**src/rtl/row_feed_ctrl_pkg.sv**
```systemverilog
// Shared types and default sizes for the row feed controller.
// Imported by the buffer and by the controller top.
package row_feed_ctrl_pkg;

    localparam int DEFAULT_DATA_WIDTH = 8;
    localparam int DEFAULT_ROW_WIDTH  = 5;

    typedef enum logic [1:0] {
        COLLECT = 2'd0,
        LOAD    = 2'd1,
        ROTATE  = 2'd2,
        DONE    = 2'd3
    } feed_state_e;

    typedef struct packed {
        logic in_ready;
        logic load;
        logic shift;
        logic busy;
        logic done;
    } feed_ctrl_t;

endpackage

```
**src/rtl/row_collect_buf.sv**
```systemverilog
// Write-indexed row buffer: stores elements in arrival order and
// flags the write that completes a row.
module row_collect_buf
    import row_feed_ctrl_pkg::*;
#(
    parameter int DATA_WIDTH = DEFAULT_DATA_WIDTH,
    parameter int ROW_WIDTH  = DEFAULT_ROW_WIDTH
) (
    input  logic                  clk,
    input  logic                  rst,
    input  logic                  wr_en,
    input  logic [DATA_WIDTH-1:0] wr_data,
    output logic [DATA_WIDTH-1:0] row [ROW_WIDTH],
    output logic                  full
);

    localparam int IDX_W = $clog2(ROW_WIDTH);
    localparam logic [IDX_W-1:0] LAST_IDX = IDX_W'(ROW_WIDTH - 1);

    logic [IDX_W-1:0] wr_idx;

    assign full = wr_en && (wr_idx == LAST_IDX);

    // Write pointer: advances per accepted element, wraps after the last slot.
    always_ff @(posedge clk) begin
        if (rst) begin
            wr_idx <= '0;
        end else if (wr_en) begin
            wr_idx <= full ? '0 : wr_idx + IDX_W'(1);
        end
    end

    // Element storage: only the addressed slot changes on a write.
    always_ff @(posedge clk) begin
        if (rst) begin
            for (int i = 0; i < ROW_WIDTH; i++) begin
                row[i] <= '0;
            end
        end else begin
            for (int i = 0; i < ROW_WIDTH; i++) begin
                if (wr_en && (wr_idx == IDX_W'(i))) begin
                    row[i] <= wr_data;
                end
            end
        end
    end

endmodule

```
**src/rtl/row_feed_ctrl.sv**
```systemverilog
// Collects a row of elements, strobes it into a downstream shifting
// row, then issues the requested number of rotation steps.
module row_feed_ctrl
    import row_feed_ctrl_pkg::*;
#(
    parameter int DATA_WIDTH = DEFAULT_DATA_WIDTH,
    parameter int ROW_WIDTH  = DEFAULT_ROW_WIDTH
) (
    input  logic                         clk,
    input  logic                         rst,
    input  logic                         in_valid,
    input  logic [DATA_WIDTH-1:0]        in_data,
    output logic                         in_ready,
    input  logic [$clog2(ROW_WIDTH)-1:0] rot_count,
    output logic                         parallel_load_en,
    output logic [DATA_WIDTH-1:0]        parallel_idata [ROW_WIDTH],
    output logic                         shifting_enable,
    output logic                         busy,
    output logic                         done
);

    localparam int IDX_W = $clog2(ROW_WIDTH);
    localparam logic [IDX_W:0] ROW_LEN = (IDX_W + 1)'(ROW_WIDTH);

    feed_state_e      state_q;
    feed_state_e      state_d;
    feed_ctrl_t       ctrl;
    logic [IDX_W-1:0] rot_rem;
    logic [IDX_W-1:0] rot_mod;
    logic [IDX_W:0]   rot_ext;
    logic             wr_en;
    logic             row_full;

    assign wr_en = in_valid && ctrl.in_ready;

    row_collect_buf #(
        .DATA_WIDTH (DATA_WIDTH),
        .ROW_WIDTH  (ROW_WIDTH)
    ) u_buf (
        .clk     (clk),
        .rst     (rst),
        .wr_en   (wr_en),
        .wr_data (in_data),
        .row     (parallel_idata),
        .full    (row_full)
    );

    // rot_count never reaches 2*ROW_WIDTH, so one conditional subtract is a full modulo.
    always_comb begin
        rot_ext = {1'b0, rot_count};
        if (rot_ext >= ROW_LEN) begin
            rot_ext = rot_ext - ROW_LEN;
        end
        rot_mod = rot_ext[IDX_W-1:0];
    end

    // State register.
    always_ff @(posedge clk) begin
        if (rst) begin
            state_q <= COLLECT;
        end else begin
            state_q <= state_d;
        end
    end

    // Next state and output decode from the registered state.
    always_comb begin
        state_d       = state_q;
        ctrl.in_ready = 1'b0;
        ctrl.load     = 1'b0;
        ctrl.shift    = 1'b0;
        ctrl.busy     = 1'b1;
        ctrl.done     = 1'b0;
        unique case (state_q)
            COLLECT: begin
                ctrl.in_ready = 1'b1;
                ctrl.busy     = 1'b0;
                if (row_full) begin
                    state_d = LOAD;
                end
            end
            LOAD: begin
                ctrl.load = 1'b1;
                state_d   = (rot_mod != '0) ? ROTATE : DONE;
            end
            ROTATE: begin
                ctrl.shift = 1'b1;
                if (rot_rem == IDX_W'(1)) begin
                    state_d = DONE;
                end
            end
            DONE: begin
                ctrl.done = 1'b1;
                state_d   = COLLECT;
            end
        endcase
    end

    // Remaining rotations: captured in LOAD, counted down while rotating.
    always_ff @(posedge clk) begin
        if (rst) begin
            rot_rem <= '0;
        end else if (ctrl.load) begin
            rot_rem <= rot_mod;
        end else if (ctrl.shift) begin
            rot_rem <= rot_rem - IDX_W'(1);
        end
    end

    assign in_ready         = ctrl.in_ready;
    assign parallel_load_en = ctrl.load;
    assign shifting_enable  = ctrl.shift;
    assign busy             = ctrl.busy;
    assign done             = ctrl.done;

endmodule

```
**config.mk**
```make
export PLATFORM = sky130hd
export DESIGN_NAME = row_feed_ctrl
export DESIGN_NICKNAME = d
export VERILOG_FILES = /design/src/rtl/row_feed_ctrl_pkg.sv /design/src/rtl/row_collect_buf.sv /design/src/rtl/row_feed_ctrl.sv
export SDC_FILE = /design/constraint.sdc
export NUM_CORES = 1
export LEC_CHECK = 0
export ABC_CLOCK_PERIOD_IN_PS = 3500
export CAP_MARGIN = 25
export CORE_ASPECT_RATIO = 2
export CORE_UTILIZATION = 41
export CTS_BUF_LIST = sky130_fd_sc_hd__clkbuf_4 sky130_fd_sc_hd__clkbuf_8
export DETAILED_ROUTE_END_ITERATION = 12
export PLACE_DENSITY_LB_ADDON = 0.2
export SLEW_MARGIN = 30
export SYNTH_ARGS = -nofsm -noshare
export SYNTH_HDL_FRONTEND = slang
export SYNTH_SLANG_ARGS = --single-unit
```
**constraint.sdc**
```tcl
create_clock -name clk -period 3.5 [get_ports clk]
set_input_delay 0.525 -clock clk [delete_from_list [all_inputs] [get_ports clk]]
set_output_delay 0.525 -clock clk [all_outputs]
set_load 0.02 [all_outputs]
```
==> impl_results.md <==
- Critical path, cell by cell: inv_1 > ha_1 > inv_1 > clkdlybuf4s50_1
- Critical Path Source Type: register
- Final WL: 4.76 mm
- Peak VDD IR: 0.386 mV
- H-tree depth: 2
- Hold path cells: 2
- FF-to-FF End: state_q[0]
- Final setup viols: 0
- Status: finished, final reports clean
- Final instance area: 2770 µm²
- Post-synth top area cell: dfxtp_1
- # fillers: 488
- Worst skew pair latency: 0.30 ns
- Max cap viols: 0
- CORE AREA: 4860 µm²
- Critical Path Stages: 4
- Main area contributors after synthesis: dfxtp_1 (47%), nand2_1 (13%), a21oi_1 (9.9%)
- Dpl hpwl: 3.50 mm
- Power density cells: 513 nW/µm²
- Clk_skew: 0.00753 ns
- Initial core utilization: 0.424
- Endpoint class of the critical path: output pin
- Mapped Nets: 271
- I/O pins: 59
- Wirelength per Cell: 13.3 µm
- Yosys cell types: 31
- Syn-to-layout area delta: 34.1%
- Synth Cell Area: 2060 µm²
- Post-DP Area: 2670 µm²
- GRT Overall Usage: 0.195
- Clock slew at reported path FFs: 0.08 ns
- TritonCTS clock tree: done
- DRT Pass-1 Iters: 4
- Worst hold endpoint: u_buf.row[26]
- Worst Path Arrival: 1.93 ns
- Max_slew headroom: 0.666
- Data required, critical path: 2.97 ns
- Hold path start: u_buf.row[26]
- Num CTS Buffers: 5
- Cell family with most CP delay: buffers and inverters
- TNS Setup: 0 ns
- Worst-case reg-to-reg path depth: 6
- First-pass GRT wire length: 7.65 mm
- Slowest-stage cell, CP: clkdlybuf4s50_1
- RSZ-0062 raised after global routing: no
- Rows: 36
- Antenna violations before repair: 0
- Leakage: 1.05 nW
- Inserted Diodes: 0
- R2r startpoint: state_q[0]
- Cts repair resizes: 0
- Drt first-iter violations: 22
- Final hold vios: 0
- Min Tclk post-route: 2.46 ns
- Hold WC Path Type: reg -> reg
- CTS Buffer Depth: 2
- Synth Area per Inst: 8.46 µm²
- Sequential cell area fraction in the yosys report: 0.466
- CTS root buf: clkbuf_8
- # clock sinks: 48
- Slew of the pin with the lowest slew margin: 0.501 ns
- Bufs and invs on worst path: 3
- GP Congestion: 0.753
- Routed vias: 1781
- Max incr delay on CP: 0.61 ns
- Worst Path Max Fanout: 10
- R2R Setup Slk: 1.62 ns
- Routed vias/inst: 4.97
- DRC Markers: 0
- Layout Nets: 327
- Die Wd: 52.2 µm
- Crit path top cell by count: inv_1
- Vias in the first global route: 1652
- Grt ovf: 0
- Warnings, synthesis: 0
- Share of cells above drive strength 1: 0.0532
- Port bufs: 58
- Hold buffers post-CTS: 0
- CP startpoint: state_q[0]
- Final Cycle Share: 0.702
- ANT nets after route: 0
- Max Transition Viols Final: 0
- Post-Syn Instances: 244
- Post-synth top area share: 0.466
- Pin count of the biggest net entering global routing: 49
- Die area: 5340 µm²
- Fmax achieved: 0.407 GHz
- Synthesis-stage register bit count: 48
- Critical path class: reg -> out
- Die height: 102 µm
- Setup bufs post-CTS: 0
-- stage by stage --
step                      total power (W)  hold WS (ns)  utilization  cells  worst slack, ns
after floorplan                  0.000942         0.440            -    244             1.79
after global placement            0.00109         0.441        0.549    350             1.16
after detailed placement          0.00109         0.447        0.549    350             1.12
after CTS                         0.00143         0.459        0.569    358             1.02
after global routing              0.00151         0.478        0.569    358            0.928
final                             0.00142         0.458        0.569    358             1.04
-- cells in the final DEF, fill, tap and decap left out, drive strengths merged, types with 2 or more instances in the layout --
cell,instances
nand4,2
inv,11
nor2,15
and2,4
a21oi,41
clkbuf,7
dfxtp,48
ha,13
mux2i,9
clkdlybuf4s50,58
nand3,2
nand2b,2
nand2,70
nor3,5
-- report_power, final --
part / internal, W / switching [W] / total, W
registers: 0.000598 / 0.0000390 / 0.000637
logic: 0.000187 / 0.000253 / 0.000440
clock network: 0.000168 / 0.000174 / 0.000343
-- kinds of logic after synthesis --
group / share of synthesized area
AO/OA/AOI/OAI: 0.134
AND/OR/NAND/NOR: 0.232
adder cells (fa/ha/maj): 0.0788
flip-flops: 0.466
multiplexers: 0.0437
buffers and inverters: 0.0461
-- worst reg2reg max path, stage by stage, from the launching register on --
cell and delay, ns:
dfxtp_1 0.37, inv_1 0.11, ha_1 0.43, nand4_4 0.27, a22oi_4 0.30, o2111a_1 0.22, nor4_2 0.05
-- cells in the mapped netlist (all sizes together) --
cell / n
ha: 13
a22oi: 1
dfxtp: 48
o2111ai: 1
nor2b: 1
and4: 1
nor3: 5
o211ai: 1
buf: 5
o21ai: 1
o211a: 1
mux2i: 9
nand2b: 2
clkbuf: 5
nor2: 15
nand4: 2
o2111a: 1
o31ai: 1
and2: 4
and3b: 1
nor4b: 1
inv: 11
nand2: 70
a21oi: 41
nor4: 1
nand3: 2
-- flip-flops by register name, indices dropped and copies added, names as in the netlist --
register / count
rot_rem: 3
state_q: 2
u_buf.row: 40
u_buf.wr_idx: 3
-- worst max path at each step --
stage	to	slack [ns]
final	busy	1.04
after detailed placement	state_q[0]	1.12
after global routing	busy	0.93
after CTS	busy	1.02
after global placement	state_q[0]	1.16
after floorplan	state_q[0]	1.79
-- metal layers --
layer	up-vias	global-route usage	part of all wire
met3	12	0.0298	0.030
met4	0	0.121	0.052
met2	41	0.357	0.52
met5	-	0	0
li1	921	-	-
met1	807	0.197	0.39
-- area by class of cell --
type,count,area [µm²],share of cell area
inverters,11,41.3,0.0149
flip-flops and latches,48,961,0.347
clock inverters,1,7.51,0.00271
well taps,57,71.3,0.0258
repair buffers,59,588,0.213
clock buffers,7,90.1,0.0326
multi-input cells,175,1010,0.364
Power figures use the tool's default switching activity.
